==> config.mk <==
export PLATFORM = sky130hd
export DESIGN_NAME = resize_accel_udiv_22ns_16ns_seq
export DESIGN_NICKNAME = d
export VERILOG_FILES = /design/src/rtl/resize_accel_udiv_22ns_16ns_seq.sv
export SDC_FILE = /design/constraint.sdc
export NUM_CORES = 1
export LEC_CHECK = 0
export BUFFER_PORTS_ARGS = -buffer_cell sky130_fd_sc_hd__clkbuf_2
export CAP_MARGIN = 20
export CORE_AREA = 8 8 124 103
export DETAILED_ROUTE_END_ITERATION = 10
export DIE_AREA = 0 0 132 111
export GPL_ROUTABILITY_DRIVEN = 0
export MAX_ROUTING_LAYER = met4
export PLACE_DENSITY_LB_ADDON = 0.05
export SYNTH_ARGS = -nofsm -noshare
export SYNTH_HDL_FRONTEND = slang
export SYNTH_SLANG_ARGS = --single-unit
==> constraint.sdc <==
create_clock -name clk -period 6.5 [get_ports clk]
set_input_delay 1.3 -clock clk [delete_from_list [all_inputs] [get_ports clk]]
set_output_delay 1.3 -clock clk [all_outputs]
set_load 0.01 [all_outputs]
==> src/rtl/resize_accel_udiv_22ns_16ns_seq.sv <==
// Sequential restoring unsigned divider: one quotient bit per enabled cycle, valid/ready handshakes.
// Optional divide-by-zero flag output enabled by defining RESIZE_ACCEL_UDIV_DBZ_FLAG_EN.
module resize_accel_udiv_22ns_16ns_seq #(
    parameter int DIVIDEND_WIDTH = 22,
    parameter int DIVISOR_WIDTH  = 16
) (
    input  logic                      clk,
    input  logic                      reset,
    input  logic                      ce,
    input  logic                      in_vld,
    output logic                      in_rdy,
    input  logic [DIVIDEND_WIDTH-1:0] din0,
    input  logic [DIVISOR_WIDTH-1:0]  din1,
    output logic                      out_vld,
    input  logic                      out_rdy,
    output logic [DIVIDEND_WIDTH-1:0] quot,
    output logic [DIVISOR_WIDTH-1:0]  rem
`ifdef RESIZE_ACCEL_UDIV_DBZ_FLAG_EN
    ,
    output logic                      dbz
`endif
);
    localparam int QW = DIVIDEND_WIDTH;
    localparam int DW = DIVISOR_WIDTH;
    localparam int CW = $clog2(DIVIDEND_WIDTH + 1);

    typedef enum logic [1:0] {IDLE, BUSY, DONE} state_t;

    state_t        state_q;
    logic [CW-1:0] cnt_q;
    logic [QW-1:0] dvd_q;      // dividend bits shift out MSB first, quotient bits shift in
    logic [DW-1:0] dsr_q;
    logic [DW-1:0] r_q;
    logic [QW-1:0] quot_q;
    logic [DW-1:0] rem_q;
    logic          in_rdy_q;
    logic          out_vld_q;
`ifdef RESIZE_ACCEL_UDIV_DBZ_FLAG_EN
    logic          dbz_q;
`endif

    logic [DW:0]   tmp;
    logic          ge;
    logic [DW-1:0] r_d;
    logic [QW-1:0] dvd_d;

    // The working remainder is DW+1 bits; when its top bit is set it already
    // exceeds any divisor and the true difference fits in DW bits.
    always_comb begin
        tmp   = {r_q, dvd_q[QW-1]};
        ge    = tmp[DW] | (tmp[DW-1:0] >= dsr_q);
        r_d   = ge ? (tmp[DW-1:0] - dsr_q) : tmp[DW-1:0];
        dvd_d = {dvd_q[QW-2:0], ge};
    end

    always_ff @(posedge clk or posedge reset) begin
        if (reset) begin
            state_q   <= IDLE;
            cnt_q     <= '0;
            dvd_q     <= '0;
            dsr_q     <= '0;
            r_q       <= '0;
            quot_q    <= '0;
            rem_q     <= '0;
            in_rdy_q  <= 1'b1;
            out_vld_q <= 1'b0;
`ifdef RESIZE_ACCEL_UDIV_DBZ_FLAG_EN
            dbz_q     <= 1'b0;
`endif
        end else if (ce) begin
            case (state_q)
                IDLE: begin
                    if (in_vld) begin
                        dvd_q    <= din0;
                        dsr_q    <= din1;
                        r_q      <= '0;
                        cnt_q    <= '0;
                        in_rdy_q <= 1'b0;
                        state_q  <= BUSY;
                    end
                end
                BUSY: begin
                    if (cnt_q != CW'(QW)) begin
                        dvd_q <= dvd_d;
                        r_q   <= r_d;
                        cnt_q <= cnt_q + 1'b1;
                    end else begin
                        // Extra cycle registers the result, giving QW+1 cycles total.
                        quot_q    <= dvd_q;
                        rem_q     <= r_q;
                        out_vld_q <= 1'b1;
`ifdef RESIZE_ACCEL_UDIV_DBZ_FLAG_EN
                        dbz_q     <= (dsr_q == '0);
`endif
                        state_q   <= DONE;
                    end
                end
                DONE: begin
                    if (out_rdy) begin
                        out_vld_q <= 1'b0;
                        in_rdy_q  <= 1'b1;
`ifdef RESIZE_ACCEL_UDIV_DBZ_FLAG_EN
                        dbz_q     <= 1'b0;
`endif
                        state_q   <= IDLE;
                    end
                end
                default: begin
                    state_q   <= IDLE;
                    in_rdy_q  <= 1'b1;
                    out_vld_q <= 1'b0;
                end
            endcase
        end
    end

    assign in_rdy  = in_rdy_q;
    assign out_vld = out_vld_q;
    assign quot    = quot_q;
    assign rem     = rem_q;
`ifdef RESIZE_ACCEL_UDIV_DBZ_FLAG_EN
    assign dbz     = dbz_q;
`endif

endmodule

==> out/metrics.yaml <==
path_class: "register to register"
h-tree-depth: 3
die_y_um: 111
gr-usage-met2_pct: 23.5
whs_endpoint: "in_rdy"
ios: 83
use_met3_pct: 3.99
clockRootBuffer: "clkbuf_16"
fp-row-count: 34
drive_above_1_share_pct: 28.4
ys_ff_latch: 101
cts_tree: "yes"
hpwl_um: 7940
place_ws_ps: 3100
critPathLaunch: "dvd_q[21]"
synth_edf_count: 0
layout_commonest_cell: "dfrtp_1"
p_sw_w: 0.00107
clkTransAtPathRegs_ps: 70
overflow: 0
wl_per_cell_um: 16.9
status: "finished, final reports clean"
cts_buffers: 9
fin_skew_ps: 6.33
ant_nets: 0
hold_slack_ps: 482
finalCriticalPeriod_ps: 3390
syn_avg_cell_area_um2: 10.8
die_w_um: 132
timing.rr.start: "dvd_q[21]"
power.leakage_nw: 2.96
drcViolationCount: 0
hold_class: "register to register"
multi_input_area_um2: 2090
drt_iter0_drc: 328
synthesis.area_um2: 4890
grtUsageMet1_pct: 22.2
hold_buffers: 0
pwr-share-seq_pct: 37.2
dieArea_um2: 14700
groute.usage.overall_pct: 16.2
core_um2: 10700
hp-start: "in_rdy"
critPathLaunchType: "register"
yosysSeqAreaShare_pct: 51.7
slew_headroom_pct: 32.2
via_per_inst: 5.42
r2r_cells: 11
reg2reg_setup_slack_ps: 3110
cts_resized: 0
final_cell_mix: "100 x dfrtp_1, 82 x clkbuf_2, 43 x inv_1"
busiest_layer: "met2"
synth_top_area_share_pct: 51.2
setup_violations: 0
area_delta_synth_final_pct: 16.8
synth_ff_type: "dfrtp_1"
intPower_w: 0.00160
grt_pass1_vias: 3565
worst_slew_pin_slew_ps: 1010
numPortBuffers: 82
cts_max_path_buffers: 2
regArea_um2: 2530
power_frac_comb_pct: 44.4
grt_pass1_wl_um: 19000
rsz0062_at_grt: "no"
antenna_found_initial: 0
vias: 3657
diodes: 0
peakVddDrop_mv: 0.238
cp.arrival_ps: 3620
grt_max_degree: 56
post-cts-setup-buffer-count: 0
clock_latency_ps: 340
synthCells: 453
cts_sinks: 101
fmax_ghz: 0.295
powerDensity_nw_per_um2: 469
hold_depth: 2
first_pass_iters: 8
post-route-period-util_pct: 52.1
layout.nets: 588
r2r-end: "r_q[13]"
setup_ws_ps: 3110
slew_violations: 0
maxCapViolations: 0
nFillCells: 992
yosysWarnings: 0
p_sw_share_pct: 40.1
synth.distinct_cells: 49
synth_top_cell_by_area: "dfrtp_1"
p_clk_share_pct: 18.4
tns_ps: 0
crit_path_max_fanout: 26
synthTopCellsByArea: "dfrtp_1 51%, mux2_2 9.0%, ha_1 4.6%"
synthesis.nets: 515
hold_viol: 0
synthArstFlopShare_pct: 100
cp.required_ps: 6730
setup.worst_path.end_class: "register"
initial_core_util_pct: 45.8
wirelength_um: 11400
==> cells in the mapped netlist, types with 2 or more instances <==
library cell and count:
inv_1 44, ha_1 18, o31ai_1 2, nand2_1 42, and4_1 2, nand4_1 4, and3_1 4, xor2_1 10
mux2i_1 3, dfrtp_1 100, a211oi_2 2, buf_2 7, a21o_1 7, o21ai_0 39, a21oi_1 23, mux2_2 39
a22oi_1 2, a32oi_1 6, o21ai_1 4, clkbuf_1 13, nor2b_1 4, nor2_1 18, nand3_1 4, nand2b_1 3
buf_1 2, a31oi_1 4, a222oi_1 20, xnor2_1 6
==> through the flow <==
step	area (um2)	power (W)	instances	util, %
2_1_floorplan	4890	0.00187	453	-
3_3_place_gp	5390	0.00215	657	50.5
3_5_place_dp	5420	0.00217	658	50.8
4_1_cts	5690	0.00269	674	53.3
5_1_grt	5710	0.00289	675	53.4
6_report	5710	0.00268	675	53.4
==> registers in the layout, summed over array words and instances (netlist names) <==
name and count:
out_vld 1, r_q 16, dvd_q 22, quot 22, dsr_q 16, in_rdy 1, rem 16, state_q 2
cnt_q 5
==> cells by family after synthesis <==
| logic type | share of synthesized area, % |
|---|---|
| fa+ha+maj | 5.02 |
| buf+inv | 5.63 |
| simple gates | 8.01 |
| mux | 9.60 |
| xor+xnor | 2.87 |
| flops | 51.7 |
| compound gates | 17.1 |
==> power by group through the flow <==
stage | logic [W] | clock network (W) | registers (W)
6_report | 0.00119 | 0.000493 | 0.000995
5_1_grt | 0.00133 | 0.000536 | 0.00102
4_1_cts | 0.00118 | 0.000514 | 0.000994
3_5_place_dp | 0.00117 | 0 | 0.00101
3_3_place_gp | 0.00115 | 0 | 0.00100
2_1_floorplan | 0.000886 | 0 | 0.000984
==> worst max path at each step <==
stage	endpoint	cells past startpoint
after floorplan	cnt_q[0]	1
after global placement	r_q[13]	11
after detailed placement	r_q[13]	11
after CTS	r_q[13]	11
after global routing	r_q[13]	11
final	r_q[13]	11
==> layer usage <==
layer / share of wire [%] / vias up
li1: - / 1765
met1: 50 / 1794
met2: 45 / 90
met3: 4.7 / 8
met4: 0.99 / 0
met5: 0 / -
==> cell type report <==
| cell class | instances | area share, % |
|---|---|---|
| Clock buffer | 11 | 4.08 |
| Clock inverter | 5 | 0.658 |
| Inverter | 44 | 2.94 |
| Multi-Input combinational cell | 284 | 36.7 |
| Sequential cell | 101 | 44.3 |
| Tap cell | 144 | 3.16 |
| Timing Repair Buffer | 86 | 8.20 |
==> critical path: stages, from the launching register on <==
cell	delay [ps]
dfrtp_1	410
inv_1	70
ha_1	150
inv_1	50
fa_1	410
a21o_1	210
a21oi_1	290
a211oi_2	150
a211oi_4	860
nand2b_2	350
nor2_1	70
a221o_1	250
No activity file was read; power rests on OpenSTA's default activity.
